==> src/rtl/bank_serial_reader.sv <==
// Serial-port read initiator for a 64 x 32 register bank. It shifts the selected
// register out LSB-first and can loop each bit back in so the read does not destroy the register.
module bank_serial_reader #(
  parameter int WIDTH  = 32,
  parameter int ADDR_W = 6,
  parameter int SETTLE = 1
) (
  input  logic              clk_i,
  input  logic              reset_i,
  input  logic              req_valid_i,
  output logic              req_ready_o,
  input  logic [ADDR_W-1:0] req_addr_i,
  input  logic              req_restore_i,
  output logic              resp_valid_o,
  input  logic              resp_ready_i,
  output logic [WIDTH-1:0]  resp_data_o,
  output logic [ADDR_W-1:0] resp_addr_o,
  output logic              busy_o,
  output logic [ADDR_W-1:0] bank_reg_select_o,
  output logic              bank_output_enable_o,
  output logic              bank_shift_right_o,
  output logic              bank_serial_in_o,
  input  logic              bank_serial_out_i
);

  localparam int CNT_MAX = (WIDTH > SETTLE) ? WIDTH : SETTLE;
  localparam int CNT_W   = $clog2(CNT_MAX + 1);

  localparam logic [1:0] S_IDLE  = 2'd0;
  localparam logic [1:0] S_SETUP = 2'd1;
  localparam logic [1:0] S_SHIFT = 2'd2;
  localparam logic [1:0] S_DONE  = 2'd3;

  logic [1:0]        state_q, state_d;
  logic [CNT_W-1:0]  cnt_q, cnt_d;
  logic [WIDTH-1:0]  data_q, data_d;
  logic [ADDR_W-1:0] addr_q, addr_d;
  logic              restore_q, restore_d;

  logic              req_ready_q, req_ready_d;
  logic              busy_q, busy_d;
  logic              resp_valid_q, resp_valid_d;
  logic [ADDR_W-1:0] sel_q, sel_d;
  logic              oe_q, oe_d;
  logic              shift_q, shift_d;

  always_comb begin
    state_d   = state_q;
    cnt_d     = cnt_q;
    data_d    = data_q;
    addr_d    = addr_q;
    restore_d = restore_q;
    case (state_q)
      S_IDLE: begin
        if (req_valid_i && req_ready_q) begin
          addr_d    = req_addr_i;
          restore_d = req_restore_i;
          data_d    = '0;
          cnt_d     = CNT_W'(SETTLE);
          state_d   = S_SETUP;
        end
      end
      S_SETUP: begin
        if (cnt_q == CNT_W'(1)) begin
          cnt_d   = CNT_W'(WIDTH);
          state_d = S_SHIFT;
        end else begin
          cnt_d = cnt_q - CNT_W'(1);
        end
      end
      S_SHIFT: begin
        // bank_serial_out still holds the pre-shift bit 0 at this edge
        data_d = {bank_serial_out_i, data_q[WIDTH-1:1]};
        cnt_d  = cnt_q - CNT_W'(1);
        if (cnt_q == CNT_W'(1)) begin
          state_d = S_DONE;
        end
      end
      S_DONE: begin
        if (resp_ready_i) begin
          state_d = S_IDLE;
        end
      end
      default: state_d = S_IDLE;
    endcase
  end

  // Outputs are registered from the next state so they line up with state_q.
  always_comb begin
    req_ready_d  = (state_d == S_IDLE);
    busy_d       = (state_d != S_IDLE);
    resp_valid_d = (state_d == S_DONE);
    oe_d         = (state_d == S_SETUP) || (state_d == S_SHIFT);
    shift_d      = (state_d == S_SHIFT);
    sel_d        = (state_d == S_IDLE) ? '0 : addr_d;
  end

  always_ff @(posedge clk_i or posedge reset_i) begin
    if (reset_i) begin
      state_q      <= S_IDLE;
      cnt_q        <= '0;
      data_q       <= '0;
      addr_q       <= '0;
      restore_q    <= 1'b0;
      req_ready_q  <= 1'b1;
      busy_q       <= 1'b0;
      resp_valid_q <= 1'b0;
      sel_q        <= '0;
      oe_q         <= 1'b0;
      shift_q      <= 1'b0;
    end else begin
      state_q      <= state_d;
      cnt_q        <= cnt_d;
      data_q       <= data_d;
      addr_q       <= addr_d;
      restore_q    <= restore_d;
      req_ready_q  <= req_ready_d;
      busy_q       <= busy_d;
      resp_valid_q <= resp_valid_d;
      sel_q        <= sel_d;
      oe_q         <= oe_d;
      shift_q      <= shift_d;
    end
  end

  assign req_ready_o          = req_ready_q;
  assign busy_o               = busy_q;
  assign resp_valid_o         = resp_valid_q;
  assign resp_data_o          = data_q;
  assign resp_addr_o          = addr_q;
  assign bank_reg_select_o    = sel_q;
  assign bank_output_enable_o = oe_q;
  assign bank_shift_right_o   = shift_q;
  assign bank_serial_in_o     = bank_serial_out_i & restore_q & (state_q == S_SHIFT);

endmodule

==> config.mk <==
export PLATFORM = sky130hd
export DESIGN_NAME = bank_serial_reader
export DESIGN_NICKNAME = d
export VERILOG_FILES = /design/src/rtl/bank_serial_reader.sv
export SDC_FILE = /design/constraint.sdc
export NUM_CORES = 1
export LEC_CHECK = 0
export CAP_MARGIN = 20
export CORE_UTILIZATION = 40
export DETAILED_ROUTE_END_ITERATION = 12
export GPL_TIMING_DRIVEN = 0
export PLACE_DENSITY = 0.7
export SLEW_MARGIN = 20
export SYNTH_ARGS = -nofsm -noshare
export SYNTH_HDL_FRONTEND = slang
export SYNTH_SLANG_ARGS = --single-unit
==> constraint.sdc <==
create_clock -name clk_i -period 1.7 [get_ports clk_i]
set_input_delay 0.34 -clock clk_i [delete_from_list [all_inputs] [get_ports clk_i]]
set_output_delay 0.34 -clock clk_i [all_outputs]
set_load 0.005 [all_outputs]
Yosys cells after proc, flatten, opt, wreduce, memory -nomap -nowiden
Index checks and enable logic that the tools add are counted.

$add $sub $neg: 1. Eq/ne operators: 8. Mux-type cells: 13. Bitwise gates (word level): 2. Reductions and logical operators: 10.

Operator list (count): 32-bit case mux with 2 select lines (1); 32-bit 2-to-1 mux (1); 6-bit 2-to-1 mux (5); 6-bit case mux with 3 select lines (1); 2-bit == test (second input constant) (4); 2-bit 2-to-1 mux (4); 2-bit case mux with 4 select lines (1); 6-bit by 1-bit == test with 1-bit output (second input constant) (1); 2-bit AND reduction (3); 6-bit by 1-bit subtractor with 6-bit output (second input constant) (1); 2-bit by 1-bit == test with 1-bit output (second input constant) (2); 2-bit zero test (2); 2-bit nonzero test (2); 3-bit nonzero test (1); 1-bit AND (2); 2-bit inequality test (second input constant) (1); 1-bit logical AND (1); 1-bit logical OR (1).

Bits in registers: 58. Input bits: 12. Output and inout bits: 50. Logic and storage cells: 45.

Logic depth before layout (Yosys ltp)
Depth in word-level cells: 5. Depth in mapped cells: 8. Depth with buffers taken out: 7.

Least setup slack after synthesis
Ideal clock, no wire load.

Path kind: register to register. Start: reg state_q[0]. End: reg sel_q[0], in the netlist bank_reg_select_o[0]. Setup time: 73 ps. Arrival: 1724 ps. Required time: 1627 ps. Setup slack: -97 ps. Cell stages (with the launch flop): 9. Buffers on the path: 1. Clock period less this slack: 1797 ps. Cells stage by stage: dfrtp_1 -> inv_1 -> ha_1 -> buf_2 -> nor3_1 -> a31o_2 -> a211o_1 -> ha_1 -> nor2b_1.

Word-level cells in the longest chain between the ends: 4. Elaborated cells between the ends (all ways): 12. Classes of those cells: 3 x eq/ne; 7 x mux; 2 x reduce/logical.

Ends and longest elaborated chain: from (decl) (RTL line 34) `logic [1:0] state_q, state_d;`; from (signal assigned) (RTL line 112) `state_q <= state_d;`; 2-bit == test (tied with other cells) (RTL line 53) `case (state_q)`; 2-bit case mux with 4 select lines (*) (RTL line 53); 2-bit zero test (*); named net req_ready_d (RTL line 40) `logic req_ready_q, req_ready_d;`; 6-bit 2-to-1 mux (*) (RTL line 95) `sel_d = (state_d == S_IDLE) ? '0 : addr_d;`; named net sel_d[0] (RTL line 43) `logic [ADDR_W-1:0] sel_q, sel_d;`; to (signal assigned) (RTL line 120) `sel_q <= sel_d;`; to (decl) (RTL line 43).

The timed path passes the listed nets; every way through them passes the cells marked *. A chain may end at the register's enable or synchronous reset.

Final worst setup path
Start: reg state_q[1]. End: reg shift_q, in the netlist bank_shift_right_o.

Word-level cells in the longest chain between the ends: 3. Elaborated cells between the ends (all ways): 10. Classes of those cells: 4 x eq/ne; 5 x mux; 1 x reduce/logical.

Ends and longest elaborated chain: 2-bit == test (tied with other cells) (RTL line 53); 2-bit case mux with 4 select lines (*) (RTL line 53); 2-bit == test (*) (RTL line 94) `shift_d = (state_d == S_SHIFT);`; named net shift_d (RTL line 45) `logic shift_q, shift_d;`; to (signal assigned) (RTL line 122) `shift_q <= shift_d;`; to (decl) (RTL line 45).

Marked as above.

==> metrics <==
DRT antenna net count 0; Worst Setup Path Type flop to flop; Post-Syn Area per Cell 13.45 µm²; fmax 549.8 MHz; Hold WC Path Type primary input to async pin; leakage power 1.593 nW; Layout fillers 428; share of layout cells above drive strength 1 24.91%; Core Area 5642 µm²; Setup crit end kind flop; status complete, but fails checks; Fin. Hold Viols 0; failing checks negative setup slack; Syn. warnings 0; Vias/cell 5.249; num rows 27; Crit path required time 1.92 ns; Final Cycle Share 107.0%; Reg area 1454 µm²; Final Critical Period 1.819 ns; Setup Skew 0.006540 ns; clk sink count 58; CTS buffer count 9; worst-margin pin slew 0.6410 ns; clk slew on worst S/H paths 0.07 ns; initial detailed-routing violation count 74; Root Driver clkbuf_8; antenna diode count 0; vias after detailed routing 1790; WHS 0.4386 ns; vias in the first global route 1822; Worst-Skew Late Latency 0.33 ns; routed len/inst 15.31 µm; crit-path cells inv_4 > ha_4 > a21boi_4 > nor3b_4 > a211o_1 > buf_4 > ha_1; Setup-failing EPs final 15; largest net degree at the start of global routing 31; hpwl dp 3471 µm; Finished Core Util 63.54%; Startpoint Class flop; Max clock buf depth 2; Seq cells post-synth 58; initial antenna violation count 0; pwr/cell area 1694 nW/µm²; crit-path max FO 4; maxcap violations 0; First-pass DRT Iterations 4; slowest CP cell dfrtp_2; Setup TNS -0.9563 ns; Die ar. 6332 µm²; pre-CTS setup slack -0.3945 ns; Multi-input gate area 994.7 µm²; DP Area 3141 µm²; first-pass GRT wire length 8852 µm; RePlAce Congestion 0.8782; arrival time worst endpoint 2.04 ns; height of the chip 79.58 µm; synth unique cells 40; crit-path max cell delay 0.47 ns; Layout Nets 287; Synth Instances 179; synthesized area 2407 µm²; sequential area share after synthesis 60.34%; drt drc 0; Final Max Slew Viols 0; H-tree levels 3; IR drop worst, VDD 983.3 µV; Starting Density 42.67%; area added between synthesis and finish 48.91%; GRT Total Usage 18.11%; GR Overflow Total 0; Syn Nets 202; RSZ-0062 raised after global routing true; Port Buffer Count 61; final WL 5220 µm; final instance area 3585 µm²; PnR worst setup slack -0.1189 ns; I/O pin total 62; Die W 79.58 µm; CTS tree done; Max-slew headroom 57.18%
## cell usage after synthesis
cell type  instances  area (µm²)
and2_1             1       6.260
ha_1              11       137.6
a21oi_1            6       30.03
inv_1             10       37.54
nand3_4            1       17.52
dfstp_2            1       26.28
nor4_4             1       21.27
buf_6              3       33.78
a21boi_1           1       7.510
o21ai_1            4       20.02
mux2_1             6       67.56
nand4_1            1       6.260
mux2_2             1       11.26
a21oi_2            1       8.760
nand2_1            4       15.01
nor2b_1            6       37.54
a21bo_2            1       10.01
nand3_1            1       5.000
o21a_2             1       8.760
a21o_1             1       7.510
a31oi_1            1       6.260
and3_1             1       6.260
o311ai_1           1       8.760
a31o_2             1       8.760
buf_2              4       20.02
or3_1              1       6.260
nor3b_2            1       12.51
o22a_1             1       8.760
a211o_1            1       8.760
nor3b_1            1       7.510
o21ai_0            1       5.000
a211oi_1           1       7.510
dfrtp_1           57        1426
o22ai_1            1       6.260
a41oi_1            1       8.760
a31oi_2            1       12.51
nor2_1             6       22.52
nor3_1             2       10.01
a22o_1            33       289.0
o311a_1            1       10.01
## path summary, 6_finish.rpt
check                          startpoint                  to  slack, ns  cells past startpoint
hold reg to reg            resp_addr_o[4]      resp_addr_o[4]       0.51                      1
setup reg to reg               state_q[1]  bank_shift_right_o      -0.12                      7
setup / recovery               state_q[1]  bank_shift_right_o      -0.12                      7
min in group clk_i         resp_addr_o[4]      resp_addr_o[4]       0.51                      1
max in group asynchronous         reset_i         req_ready_o       0.65                      3
hold / removal                    reset_i      resp_data_o[2]       0.44                      2
## stage by stage
| step | total power, mW | cells |
|---|---|---|
| final | 6.073 | 341 |
| after global routing | 6.465 | 341 |
| after CTS | 5.796 | 336 |
| after detailed placement | 4.061 | 313 |
| after global placement | 4.001 | 312 |
| after floorplan | 3.258 | 179 |
## flip-flops by register name, summed over array words and instances, names as in the netlist
register              count
bank_output_enable_o      1
bank_shift_right_o        1
bank_reg_select_o         6
resp_addr_o               6
busy_o                    1
req_ready_o               1
resp_data_o              32
cnt_q                     6
state_q                   2
resp_valid_o              1
restore_q                 1
## cells in the final DEF, fill, tap and decap left out, types with 2 or more instances in the layout
cell              n
a21oi_1           5
a22o_1           33
buf_4            15
buf_6             4
bufinv_16         2
clkbuf_8          9
clkdlybuf4s50_1  59
clkinv_2          2
clkinvlp_4        3
dfrtp_1          56
ha_1              4
ha_2              2
ha_4              5
inv_1             6
inv_2             2
mux2_1            6
nand2_1           4
nor2_1            6
nor2b_1           5
o21ai_1           4
## layer usage
| layer | track usage [%] | vias up | wire length, µm |
|---|---|---|---|
| met5 | 0 | - | 0 |
| met4 | 6.182 | 0 | 93 |
| met3 | 5.143 | 9 | 220 |
| met2 | 27.52 | 49 | 2504 |
| met1 | 24.70 | 900 | 2401 |
| li1 | - | 832 | - |
## power by group
| part | total, mW | internal, mW | switching (mW) | leakage (nW) |
|---|---|---|---|---|
| sequential | 1.85 | 1.67 | 0.175 | 0.775 |
| clock | 1.38 | 0.821 | 0.562 | 0.105 |
| combinational | 2.84 | 1.43 | 1.41 | 0.713 |
| total | 6.07 | 3.93 | 2.15 | 1.59 |
## critical path, delay by kind of cell (launching register included)
| kind | cells | cell delay [ns] |
|---|---|---|
| compound gates | 2 | 0.55 |
| flops | 1 | 0.47 |
| buf+inv | 2 | 0.27 |
| fa+ha+maj | 2 | 0.33 |
| simple gates | 1 | 0.07 |
## logic make-up after synthesis
group | Yosys count | synth area share, %
muxes | 7 | 3.274
AOI/OAI and AO/OA | 59 | 19.65
DFF | 58 | 60.34
adders and majority gates | 11 | 5.717
buffers and inverters | 17 | 3.794
and+or+nand+nor | 27 | 7.225
## final cells by class
cell class                      count  area share [%]
Buffer                              6           1.571
Clock buffer                        9           3.456
Clock inverter                      7           2.618
Inverter                           10           1.222
Multi-Input combinational cell    104           27.75
Sequential cell                    58           40.56
Tap cell                           72           2.513
Timing Repair Buffer               75           20.31
## what timing repair did
item,in CTS,in global routing
pin swaps,7,4
hold buffers,0,0
buffers inserted,7,6
setup endpoints to repair,43,45
gates resized for setup,26,12
No activity file was read; power rests on OpenSTA's default activity.
